==> src/rtl/imem_loader_if.sv <==
// Stream-in and memory-write signal bundle for the instruction memory loader.
// Stream handshake: a byte moves on a rising edge only when in_valid && in_ready are both 1;
// the source holds in_byte stable while in_valid=1 and in_ready=0, and in_ready never depends on in_valid.
interface imem_loader_if #(
  parameter int ADDR_W = 10
);
  logic              start;
  logic [ADDR_W:0]   word_count;
  logic              abort;
  logic [7:0]        in_byte;
  logic              in_valid;
  logic              in_ready;
  logic              wr_en;
  logic [ADDR_W-1:0] wr_addr;
  logic [31:0]       wr_data;
  logic              busy;
  logic              done;
  logic              err;
  logic              cpu_hold;
  logic [1:0]        dbg_state;

  modport master (
    output start, word_count, abort, in_byte, in_valid,
    input  in_ready, wr_en, wr_addr, wr_data, busy, done, err, cpu_hold, dbg_state
  );

  modport slave (
    input  start, word_count, abort, in_byte, in_valid,
    output in_ready, wr_en, wr_addr, wr_data, busy, done, err, cpu_hold, dbg_state
  );
endinterface

==> src/rtl/imem_loader.sv <==
// Fills instruction memory from a byte stream, packing bytes big-endian into 32-bit words
// written to consecutive word indices from 0; holds the CPU until the image is complete.
module imem_loader #(
  parameter int ADDR_W = 10
) (
  input  logic         clk,
  input  logic         reset_n,
  imem_loader_if.slave bus
);

  typedef enum logic [1:0] {
    S_IDLE  = 2'd0,
    S_RECV  = 2'd1,
    S_WRITE = 2'd2,
    S_DONE  = 2'd3
  } state_e;

  localparam logic [ADDR_W:0] MAX_WORDS = {1'b1, {ADDR_W{1'b0}}};
  localparam logic [ADDR_W:0] ONE_WORD  = {{ADDR_W{1'b0}}, 1'b1};

  state_e            state_q, state_d;
  logic [ADDR_W-1:0] wr_addr_q, wr_addr_d;
  logic [31:0]       word_q, word_d;
  logic [1:0]        cnt_q, cnt_d;
  logic [ADDR_W:0]   wc_q, wc_d;
  logic              err_q, err_d;
  logic              take;

  always_ff @(posedge clk or negedge reset_n) begin
    if (!reset_n) begin
      state_q   <= S_IDLE;
      wr_addr_q <= '0;
      word_q    <= '0;
      cnt_q     <= '0;
      wc_q      <= '0;
      err_q     <= 1'b0;
    end else begin
      state_q   <= state_d;
      wr_addr_q <= wr_addr_d;
      word_q    <= word_d;
      cnt_q     <= cnt_d;
      wc_q      <= wc_d;
      err_q     <= err_d;
    end
  end

  // in_ready is decoded from state alone, so a byte is taken whenever RECV sees in_valid.
  assign take = bus.in_valid && (state_q == S_RECV);

  always_comb begin
    state_d   = state_q;
    wr_addr_d = wr_addr_q;
    word_d    = word_q;
    cnt_d     = cnt_q;
    wc_d      = wc_q;
    err_d     = err_q;

    if (bus.abort) begin
      state_d = S_IDLE;
      cnt_d   = '0;
      err_d   = 1'b0;
    end else begin
      case (state_q)
        S_IDLE, S_DONE: begin
          if (bus.start) begin
            wc_d = bus.word_count;
            if (bus.word_count == '0) begin
              state_d = S_DONE;
              err_d   = 1'b0;
            end else if (bus.word_count > MAX_WORDS) begin
              state_d = S_DONE;
              err_d   = 1'b1;
            end else begin
              state_d   = S_RECV;
              wr_addr_d = '0;
              cnt_d     = '0;
              err_d     = 1'b0;
            end
          end
        end
        S_RECV: begin
          if (take) begin
            word_d = {word_q[23:0], bus.in_byte};
            cnt_d  = cnt_q + 2'd1;
            if (cnt_q == 2'd3) state_d = S_WRITE;
          end
        end
        S_WRITE: begin
          if ({1'b0, wr_addr_q} == wc_q - ONE_WORD) begin
            state_d = S_DONE;
          end else begin
            wr_addr_d = wr_addr_q + 1'b1;
            state_d   = S_RECV;
          end
        end
        default: state_d = S_IDLE;
      endcase
    end
  end

  assign bus.in_ready  = (state_q == S_RECV);
  assign bus.wr_en     = (state_q == S_WRITE);
  assign bus.wr_addr   = wr_addr_q;
  assign bus.wr_data   = word_q;
  assign bus.busy      = (state_q == S_RECV) || (state_q == S_WRITE);
  assign bus.done      = (state_q == S_DONE);
  assign bus.err       = err_q;
  assign bus.cpu_hold  = !((state_q == S_DONE) && !err_q);
  assign bus.dbg_state = state_q;

endmodule

==> src/flat_wrapper.sv <==
// flat-port wrapper written by rule: the top's interface ports become plain ports
module imem_loader_flat 
#(
  parameter int ADDR_W = 10
)
  (clk, reset_n, bus_start, bus_word_count, bus_abort, bus_in_byte, bus_in_valid, bus_in_ready, bus_wr_en, bus_wr_addr, bus_wr_data, bus_busy, bus_done, bus_err, bus_cpu_hold, bus_dbg_state);
  imem_loader_if #(.ADDR_W(ADDR_W)) bus_i ();
  input  logic clk;
  input  logic reset_n;
  input wire logic [$bits(bus_i.start)-1:0] bus_start;
  input wire logic [$bits(bus_i.word_count)-1:0] bus_word_count;
  input wire logic [$bits(bus_i.abort)-1:0] bus_abort;
  input wire logic [$bits(bus_i.in_byte)-1:0] bus_in_byte;
  input wire logic [$bits(bus_i.in_valid)-1:0] bus_in_valid;
  output wire logic [$bits(bus_i.in_ready)-1:0] bus_in_ready;
  output wire logic [$bits(bus_i.wr_en)-1:0] bus_wr_en;
  output wire logic [$bits(bus_i.wr_addr)-1:0] bus_wr_addr;
  output wire logic [$bits(bus_i.wr_data)-1:0] bus_wr_data;
  output wire logic [$bits(bus_i.busy)-1:0] bus_busy;
  output wire logic [$bits(bus_i.done)-1:0] bus_done;
  output wire logic [$bits(bus_i.err)-1:0] bus_err;
  output wire logic [$bits(bus_i.cpu_hold)-1:0] bus_cpu_hold;
  output wire logic [$bits(bus_i.dbg_state)-1:0] bus_dbg_state;
  assign bus_i.start = bus_start;
  assign bus_i.word_count = bus_word_count;
  assign bus_i.abort = bus_abort;
  assign bus_i.in_byte = bus_in_byte;
  assign bus_i.in_valid = bus_in_valid;
  assign bus_in_ready = bus_i.in_ready;
  assign bus_wr_en = bus_i.wr_en;
  assign bus_wr_addr = bus_i.wr_addr;
  assign bus_wr_data = bus_i.wr_data;
  assign bus_busy = bus_i.busy;
  assign bus_done = bus_i.done;
  assign bus_err = bus_i.err;
  assign bus_cpu_hold = bus_i.cpu_hold;
  assign bus_dbg_state = bus_i.dbg_state;
  imem_loader #(.ADDR_W(ADDR_W)) u_core (.clk(clk), .reset_n(reset_n), .bus(bus_i));
endmodule
==> config.mk <==
export PLATFORM = sky130hd
export DESIGN_NAME = imem_loader_flat
export DESIGN_NICKNAME = d
export VERILOG_FILES = /design/src/rtl/imem_loader_if.sv /design/src/rtl/imem_loader.sv /design/src/flat_wrapper.sv
export SDC_FILE = /design/constraint.sdc
export NUM_CORES = 1
export LEC_CHECK = 0
export BUFFER_PORTS_ARGS = -buffer_cell sky130_fd_sc_hd__buf_2
export CELL_PAD_IN_SITES_DETAIL_PLACEMENT = 0
export CELL_PAD_IN_SITES_GLOBAL_PLACEMENT = 1
export CORE_MARGIN = 2
export CORE_UTILIZATION = 37
export CTS_CLUSTER_DIAMETER = 40
export CTS_CLUSTER_SIZE = 30
export DETAILED_ROUTE_END_ITERATION = 10
export MAX_ROUTING_LAYER = met4
export PLACE_DENSITY_LB_ADDON = 0.2
export SETUP_SLACK_MARGIN = 0.05
export SYNTH_ARGS = -nofsm -noshare
export SYNTH_HDL_FRONTEND = slang
export SYNTH_SLANG_ARGS = --single-unit
==> constraint.sdc <==
create_clock -name clk -period 2.2 [get_ports clk]
set_input_delay 0.22 -clock clk [delete_from_list [all_inputs] [get_ports clk]]
set_output_delay 0.22 -clock clk [all_outputs]
set_load 0.02 [all_outputs]
==> impl_results.md, run 1 <==
* Worst Tran Pin Value at 0.672 ns
* R2r setup slk at -0.15 ns
* RSZ-0062 raised after global routing: yes
* I/O Buffers at between 70 and 80
* Warnings from Yosys at 0
* Final Routed Wirelength at 7.22 mm
* H-tree levels at 3
* Row count at 32
* Initial antenna violation count at 0
* Sink Count at slightly below 60
* Worst min path class: in -> reg
* Top cells by area, synth: dfrtp_1 49%, mux2_2 12%, nand2_1 4.4%
* Clk_lat worst skew at 0.33 ns
* Routed vias at 2508
* # IOs at 74
* CP Launch Type: flop
* EDFF count, synth at 0
* Clock buffer depth at 2
* Post-DP HPWL at about 5.3 mm
* GRT overflow at 0
* Largest net degree at the start of global routing at 33
* # diodes at 0
* Sequential fraction of the synthesis area at 0.487
* Post-Route Setup TNS at -1.23 ns
* CP Max Fanout at 5
* Largest area contributor in the netlist: dfrtp_1
* Failing checks: negative setup slack
* Vias in the first global route at 2440
* First-pass GRT wire length at approximately 12 mm
* Fraction of layout cells with a size suffix above 1 at 0.474
* Post-Syn Area at 0.00298 sq mm
* Hold Violations, Final at 0
* Via/cell ratio at approximately 5
* Post-route ant nets at 0
* Area after DPL at 0.00378 sq mm
* Area grow syn2layout at 36.9%
* Max-cap check violation count at 0
* Drc violations at 0
* First DRT Iteration DRCs at 114
* Fin crit period at about 2.4 ns
* Clock Tree Root: clkbuf_8
* Layout filler cell count at 724
* GPL Wtd Cong at 0.813
* Slew headroom at 0.552
* Full die area at 0.00879 sq mm
* CTS buffer count at 9
* Final worst slack at -0.151 ns
* Chip width at 93.8 um
* Mapped Cells at 275
* CTS tree: built
* Critical Path End Type: flop
* Initial Util at 0.384
* #FFs+latches synth at between 50 and 60
* Tot GR Track Use at 0.177
* Leakage power at 2.00 nW
* Power Density at 1500 mW/mm^2
* # setup viols final at 10
* Critical path class: reg -> reg
* Max-slew violation count at 0
* Setup Skew at 0.00591 ns
* Status: finished with violations
* Fin nets at 426
* Mean post-synth cell area at 10.8 sq um
* Highest clock rate at ~0.43 GHz
* Final period util at 1.07
* Worst VDD drop at 649 uV
* Pre-CTS setup slack at -0.261 ns
* CTS clk-pin slew, worst paths at 0.07 ns
* Post-synthesis cell type count at between 40 and 50
* Core Region at 0.00777 sq mm
* Ys async rst share at 1.00
* Drt first pass iters at 4
* Yosys top cell area share at 0.487
* Post-route design area at 0.00408 sq mm
* Worst EP arrival at 2.57 ns
* CP required at between 2 and 2.5 ns
* Top_reg_cell synth: dfrtp_1
* Syn nets at 305
* Average routed wire per standard cell at 14.4 um
* Height of the die at approximately 94 um
routing by layer:
metal	wire length, um	vias to the layer above	GRT usage
met4	106	0	0.0725
li1	-	1217	-
met2	3370	76	0.267
met5	0	-	-
met3	327	12	0.0297
met1	3420	1203	0.237
final timing paths:
| check | startpoint | end | depth (start not counted) |
|---|---|---|---|
| max | u_core.wc_q[2] | u_core.bus.wr_addr[8] | 6 |
| max in group asynchronous | reset_n | u_core.bus.wr_data[14] | 3 |
| max reg2reg | u_core.wc_q[2] | u_core.bus.wr_addr[8] | 6 |
| min | bus_in_byte[1] | u_core.bus.wr_data[1] | 2 |
| min in group asynchronous | reset_n | u_core.bus.dbg_state[0] | 2 |
| min reg2reg | u_core.bus.wr_data[24] | u_core.bus.wr_data[24] | 1 |
flip-flops by register name, indices dropped and copies added, names as in the netlist:
signal / cells
u_core.bus.dbg_state: 2
u_core.bus.err: 1
u_core.bus.wr_addr: 10
u_core.bus.wr_data: 32
u_core.cnt_q: 2
u_core.wc_q: 11
stage by stage:
step                power, mW  hold WS [ns]  cells  utilization
floorplan                3.75       -0.0756    275            -
global placement         4.84         0.301    485        0.486
detailed placement       4.89         0.299    485        0.486
CTS                      6.06        0.0959    503        0.520
global route             6.51         0.100    503        0.525
finish                   6.10         0.112    503        0.525
power breakdown:
group	total [mW]	leakage [nW]	internal, mW	switching [mW]
logic	3.08	1.16	1.41	1.68
clock network	1.11	0.109	0.670	0.438
registers	1.91	0.731	1.53	0.382
total	6.10	2.00	3.61	2.50
cells in the final DEF, fill, tap and decap left out, types with 3 or more instances in the layout:
master     n
nand3_1    8
mux2i_1    3
inv_1     16
nand2_1   35
mux2_2    32
or2_2      3
xnor2_1    8
o211ai_1  17
buf_2     73
clkbuf_8  10
nor3b_1    4
o21ai_0    7
nor3_1     4
a21oi_1    3
dfrtp_1   57
buf_4     44
or4_1      4
nor2_1     8
and3_1     3
nand3b_1   3
ha_1       5
xor2_1     3
cell usage after synthesis (all sizes together), types with 2 or more instances:
cell,count
nand4,3
inv,17
nand3b,3
nor2b,2
xor2,4
buf,3
or4,6
nand2b,2
ha,6
mux2i,3
a21oi,3
nand3,8
nor4b,2
nor3,4
dfrtp,58
xnor2,8
a211oi,3
nor4,2
mux2,34
and2,2
nand2,35
or2,3
o21ai,9
nor2,8
o211ai,17
nor3b,5
and3,3
a31oi,2
clkbuf,7
area by class of cell:
class                      count  area (sq um)  share of cell area
clock buffer                  10           138              0.0337
tap                          102           128              0.0313
sequential                    58          1450               0.356
multi-input combinational    189          1470               0.360
timing repair buffer         120           737               0.181
clock inverter                 6          88.8              0.0218
inverter                      18          68.8              0.0169
critical path: stages (launching register included):
cell	delay, ns
dfrtp_1	0.39
or4_4	0.57
or4_4	0.43
a211oi_2	0.21
a211oi_2	0.08
o21a_4	0.26
mux2_4	0.29
cell families after synthesis:
| logic type | Yosys count | share of synthesized area |
|---|---|---|
| AND/OR/NAND/NOR | 91 | 0.162 |
| flip-flops | 58 | 0.487 |
| AO/OA/AOI/OAI | 42 | 0.0999 |
| multiplexers | 37 | 0.141 |
| buffers and inverters | 28 | 0.0403 |
| XOR/XNOR | 13 | 0.0441 |
| adder cells (fa/ha/maj) | 6 | 0.0252 |
what timing repair did:
item | in CTS | in global routing
hold buffers | 1 | 0
endpoints found under the setup margin | 11 | 11
resized for setup | 5 | 9
buffers inserted | 1 | 0
hold endpoints to repair | 26 | 0
pin swaps | 4 | 6
Note: power is estimated with default switching activity, not from simulation.
==> run 2: changes to the inputs <==
--- a/config.mk
+++ b/config.mk
@@ -8,13 +8,13 @@
 export BUFFER_PORTS_ARGS = -buffer_cell sky130_fd_sc_hd__buf_2
 export CELL_PAD_IN_SITES_DETAIL_PLACEMENT = 0
 export CELL_PAD_IN_SITES_GLOBAL_PLACEMENT = 1
-export CORE_MARGIN = 2
+export CORE_MARGIN = 1.5
 export CORE_UTILIZATION = 37
 export CTS_CLUSTER_DIAMETER = 40
 export CTS_CLUSTER_SIZE = 30
 export DETAILED_ROUTE_END_ITERATION = 10
 export MAX_ROUTING_LAYER = met4
-export PLACE_DENSITY_LB_ADDON = 0.2
+export PLACE_DENSITY = 0.73
 export SETUP_SLACK_MARGIN = 0.05
 export SYNTH_ARGS = -nofsm -noshare
 export SYNTH_HDL_FRONTEND = slang
==> impl_results.md, run 2 (synthesized netlist as in run 1, its figures left out) <==
* # setup viols final at 11
* # diodes at 0
* CP Launch Type: flop
* GRT overflow at 0
* CTS tree: built
* Post-DP HPWL at 5.47 mm
* CP Max Fanout at 5
* Max-slew violation count at 0
* Highest clock rate at between 0.4 and 0.5 GHz
* CTS clk-pin slew, worst paths at 0.07 ns
* Cell count after placement at between 400 and 500
* Area grow syn2layout at 35.2%
* Wire length on met3 at about 250 um
* H-tree levels at 3
* Worst path slowest cell: or4_4
* Initial Util at 0.384
* Drc violations at 0
* Post-route insts no fill at 500
* Commonest non-fill, non-tap cell in the layout: buf_2
* Largest register FFs at 32
* Core Region at 0.00777 sq mm
* Fin crit period at 2.36 ns
* Hold Violations, Final at 0
* Max incr delay on CP at 0.58 ns
* First-pass GRT wire length at 12.1 mm
* Average routed wire per standard cell at 14.7 um
* Worst VDD drop at 539 uV
* GPL Wtd Cong at 0.838
* Most frequent cells in the layout: 73 x buf_2, 57 x dfrtp_1, 42 x buf_4
* Vias in the first global route at approximately 2.5k
* Finished Core Util at 0.519
* Worst EP arrival at 2.57 ns
* Hold Path Stages at 2
* Wl on met1 at roughly 3.4 mm
* Pre-CTS setup slack at -0.272 ns
* Final worst slack at -0.159 ns
* I/O Buffers at 73
* Clk_lat worst skew at 0.33 ns
* Drt first pass iters at 4
* Max-cap check violation count at 0
* Delay-heaviest family, CP: simple AND/OR/NAND/NOR gates
* CTS buffer count at 9
* Leakage power at 1.99 nW
* Critical path class: reg -> reg
* Largest net degree at the start of global routing at 33
* Routed vias at 2516
* Worst Hold Launch: bus_in_byte[1]
* Status: finished with violations
* Final Routed Wirelength at 7.33 mm
* Sink Count at 58
* Worst reg-to-reg path cell count at 6
* CP required at 2.42 ns
* Fraction of layout cells with a size suffix above 1 at 0.465
* FF-to-FF End: u_core.bus.wr_addr[8]
* First DRT Iteration DRCs at 127
* Critical Path End Type: flop
* # IOs at 74
* Via/cell ratio at 5.03
* Max layer used: met4
* Buf/Inv on CP at 0
* Failing checks: negative setup slack
* RSZ-0062 raised after global routing: yes
* Full die area at 0.00860 sq mm
* Post-route ant nets at 0
* Met2 WL at 3.58 mm
* Setup Skew at roughly 0.0056 ns
* Worst Hold Endpoint: u_core.bus.wr_data[1]
* Worst Tran Pin Value at 0.595 ns
* Height of the die at 92.8 um
* Fin nets at 424
* Worst min path class: in -> reg
* Power Density at between 1000 and 1500 mW/mm^2
* Chip width at 92.8 um
* Final period util at 1.07
* Slew headroom at 0.603
* Clock buffer depth at 2
* Initial antenna violation count at 0
* Tot GR Track Use at 0.187
* R2r setup slk at -0.16 ns
* Row count at 32
* Clock Tree Root: clkbuf_8
* Crit-path cells: or4_4 > or4_4 > a211oi_2 > a211oi_2 > o21a_4 > mux2_4
* R2R Path Start: u_core.wc_q[0]
run 2: power breakdown:
group / internal, mW / switching, mW
registers: 1.53 / 0.396
clock network: 0.660 / 0.417
logic: 1.36 / 1.62
total: 3.55 / 2.44
run 2: worst max path at each step:
stage / slack [ns] / cells past startpoint / endpoint / start
final: -0.16 / 6 / u_core.bus.wr_addr[8] / u_core.wc_q[0]
after global routing: -0.22 / 7 / u_core.bus.wr_addr[5] / u_core.wc_q[0]
after CTS: -0.16 / 6 / u_core.bus.wr_addr[8] / u_core.wc_q[0]
after detailed placement: -0.27 / 7 / u_core.bus.wr_addr[8] / bus_word_count[7]
after global placement: -0.23 / 7 / u_core.bus.wr_addr[0] / bus_word_count[7]
after floorplan: -0.22 / 7 / u_core.bus.wr_addr[0] / u_core.wc_q[2]
run 2: area by class of cell:
class | instances | area [sq um]
inverters | 18 | 68.8
fillers | 756 | 3740
clock buffers | 10 | 138
multi-input cells | 189 | 1440
flip-flops and latches | 58 | 1450
clock inverters | 5 | 78.8
well taps | 102 | 128
repair buffers | 118 | 722
run 2: through the flow:
step | total power, mW | TNS, ns | hold WS [ns] | area [sq um]
2_1_floorplan | 3.75 | -0.691 | -0.0756 | 2990
6_report | 5.99 | -1.32 | 0.118 | 4030
4_1_cts | 6.00 | -1.34 | 0.102 | 4010
3_3_place_gp | 4.81 | -2.06 | 0.257 | 3760
3_5_place_dp | 4.88 | -2.62 | 0.266 | 3760
5_1_grt | 6.38 | -2.14 | 0.0982 | 4030
run 2: what timing repair did:
item                                    CTS  global route
resized for setup                         5             4
buffers inserted                          0             1
endpoints found under the setup margin   11            11
gates cloned                              0             0
hold endpoints to repair                 22             0
pin swaps                                 2             3
hold buffers                              1             0
run 2: routing by layer:
| metal | up-vias | track usage |
|---|---|---|
| met5 | - | - |
| met1 | 1234 | 0.244 |
| met3 | 7 | 0.0468 |
| li1 | 1222 | - |
| met4 | 0 | 0.0568 |
| met2 | 53 | 0.286 |
==> run 3: changes to the inputs <==
==> constraint.sdc (replaced) <==
create_clock -name clk -period 2.2 [get_ports clk]
set_input_delay 0.22 -clock clk [delete_from_list [all_inputs] [get_ports clk]]
set_output_delay 0.22 -clock clk [all_outputs]
set_load 0.01 [all_outputs]
==> impl_results.md, run 3 (synthesized netlist as in run 1, its figures left out) <==
* Highest clock rate at 0.430 GHz
* Area grow syn2layout at 33.5%
* Layout filler cell count at 753
* Critical path class: reg -> reg
* Register area at around 0.0015 sq mm
* Routed vias at 2466
* Seq pwr share at 0.349
* Average routed wire per standard cell at 14.5 um
* Worst hold slack at about 0.018 ns
* # hold bufs at CTS at 0
* Final period util at 1.06
* Max-slew violation count at 0
* CTS tree: built
* Worst VDD drop at 557 uV
* Post-route ant nets at 0
* Leakage power at a little under 2 nW
* Failing checks: negative setup slack
* CP Max Fanout at 4
* Drt first pass iters at 4
* Commonest non-fill, non-tap cell in the layout: buf_2
* Vias in the first global route at 2369
* Critical Path End Type: flop
* Chip width at 92.8 um
* CTS buffer count at 9
* I/O Buffers at between 70 and 80
* R2r setup slk at -0.13 ns
* Post-route insts no fill at 494
* GPL Wtd Cong at around 0.84
* Height of the die at 92.8 um
* Cell count after placement at 478
* Row count at 32
* Final worst slack at -0.125 ns
* Full die area at 0.00860 sq mm
* # diodes at 0
* Clock buffer depth at 2
* CP Launch Type: flop
* Worst Setup SP: u_core.wc_q[3]
* Final Routed Wirelength at 7.15 mm
* Initial Util at 0.384
* Post-DP HPWL at 5.21 mm
* RSZ-0062 raised after global routing: yes
* Initial antenna violation count at 0
* Via/cell ratio at 4.99
* Hold Violations, Final at 0
* Setup Skew at 0.00808 ns
* Max-cap check violation count at 0
* Most frequent cells in the layout: 73 x buf_2, 58 x dfrtp_1, 36 x buf_4
* CP required at around 2.4 ns
* P_int at roughly 3.4 mW
* Switching power at 2.15 mW
* CTS clk-pin slew, worst paths at ~0.06 ns
* R2R Path Start: u_core.wc_q[3]
* Drc violations at 0
* Worst min path class: in -> async
* Comb pwr share at 0.483
* Tot GR Track Use at 0.178
* Slew headroom at 0.486
* Multi-input gate area at 0.00147 sq mm
* Largest register FFs at 32
* H-tree levels at 3
* Clock Tree Root: clkbuf_8
* Clk pwr share at 0.168
* Largest net degree at the start of global routing at 59
* Sw Ratio at 0.387
* Status: finished with violations
* # IOs at 74
* GRT overflow at 0
* Fin nets at 418
* First-pass GRT wire length at 11.6 mm
* Fin crit period at 2.33 ns
* Core Region at between 0.007 and 0.008 sq mm
* Worst reg-to-reg path cell count at 6
* Worst Tran Pin Value at 0.771 ns
* Worst EP arrival at ~2.6 ns
* FF-to-FF End: u_core.bus.wr_addr[8]
* Sink Count at 58
* Clk_lat worst skew at approximately 0.34 ns
* Fraction of layout cells with a size suffix above 1 at 0.457
* First DRT Iteration DRCs at 98
* # setup viols final at 10
* Power Density at 1390 mW/mm^2
==> run 3: final cells by class <==
cell class                 count  area share
multi-input combinational    189       0.370
sequential                    58       0.365
timing repair buffer         112       0.170
tap                          102      0.0321
clock buffer                   9      0.0311
inverter                      18      0.0170
clock inverter                 6      0.0148
==> run 3: metrics by stage <==
stage	setup slack [ns]	power, mW	TNS [ns]	cell area, sq um	utilization
2_1_floorplan	-0.215	3.45	-0.692	2990	-
3_3_place_gp	-0.185	4.48	-1.88	3720	0.479
3_5_place_dp	-0.221	4.53	-2.24	3720	0.479
4_1_cts	-0.152	5.52	-1.36	3920	0.505
5_1_grt	-0.216	5.94	-1.90	3980	0.512
6_report	-0.125	5.55	-0.854	3980	0.512
==> run 3: what timing repair did <==
item / 4_1_cts / 5_1_grt
gates resized for setup: 5 / 10
pin swaps: 4 / 9
buffers inserted: 0 / 1
setup endpoints to repair: 11 / 11
==> run 3: critical path, cell delays in order, from the launching register on <==
cell      delay (ns)
dfrtp_1         0.39
or4_4           0.57
or4_4           0.43
a211oi_2        0.21
a211oi_2        0.07
o21a_4          0.25
mux2_4          0.30
==> run 3: power groups by stage <==
| stage | logic, mW | registers [mW] | clock network (mW) |
|---|---|---|---|
| CTS | 2.61 | 1.94 | 0.969 |
| floorplan | 1.36 | 2.09 | 0 |
| detailed placement | 2.58 | 1.96 | 0 |
| global placement | 2.55 | 1.93 | 0 |
| finish | 2.68 | 1.94 | 0.933 |
| global route | 2.92 | 2.01 | 1.01 |
==> run 3: how the worst max path moves through the flow <==
| stage | end | slack (ns) |
|---|---|---|
| finish | u_core.bus.wr_addr[8] | -0.13 |
| CTS | u_core.bus.wr_addr[8] | -0.15 |
| global route | u_core.bus.wr_addr[9] | -0.22 |
| floorplan | u_core.bus.wr_addr[0] | -0.22 |
| detailed placement | u_core.bus.wr_addr[0] | -0.22 |
| global placement | u_core.bus.wr_addr[0] | -0.19 |
==> run 3: metal layers <==
metal  routed length, um  global-route usage
met1                3330               0.232
met3                 249              0.0296
met5                   0                   -
met2                3440               0.272
met4                 120              0.0833
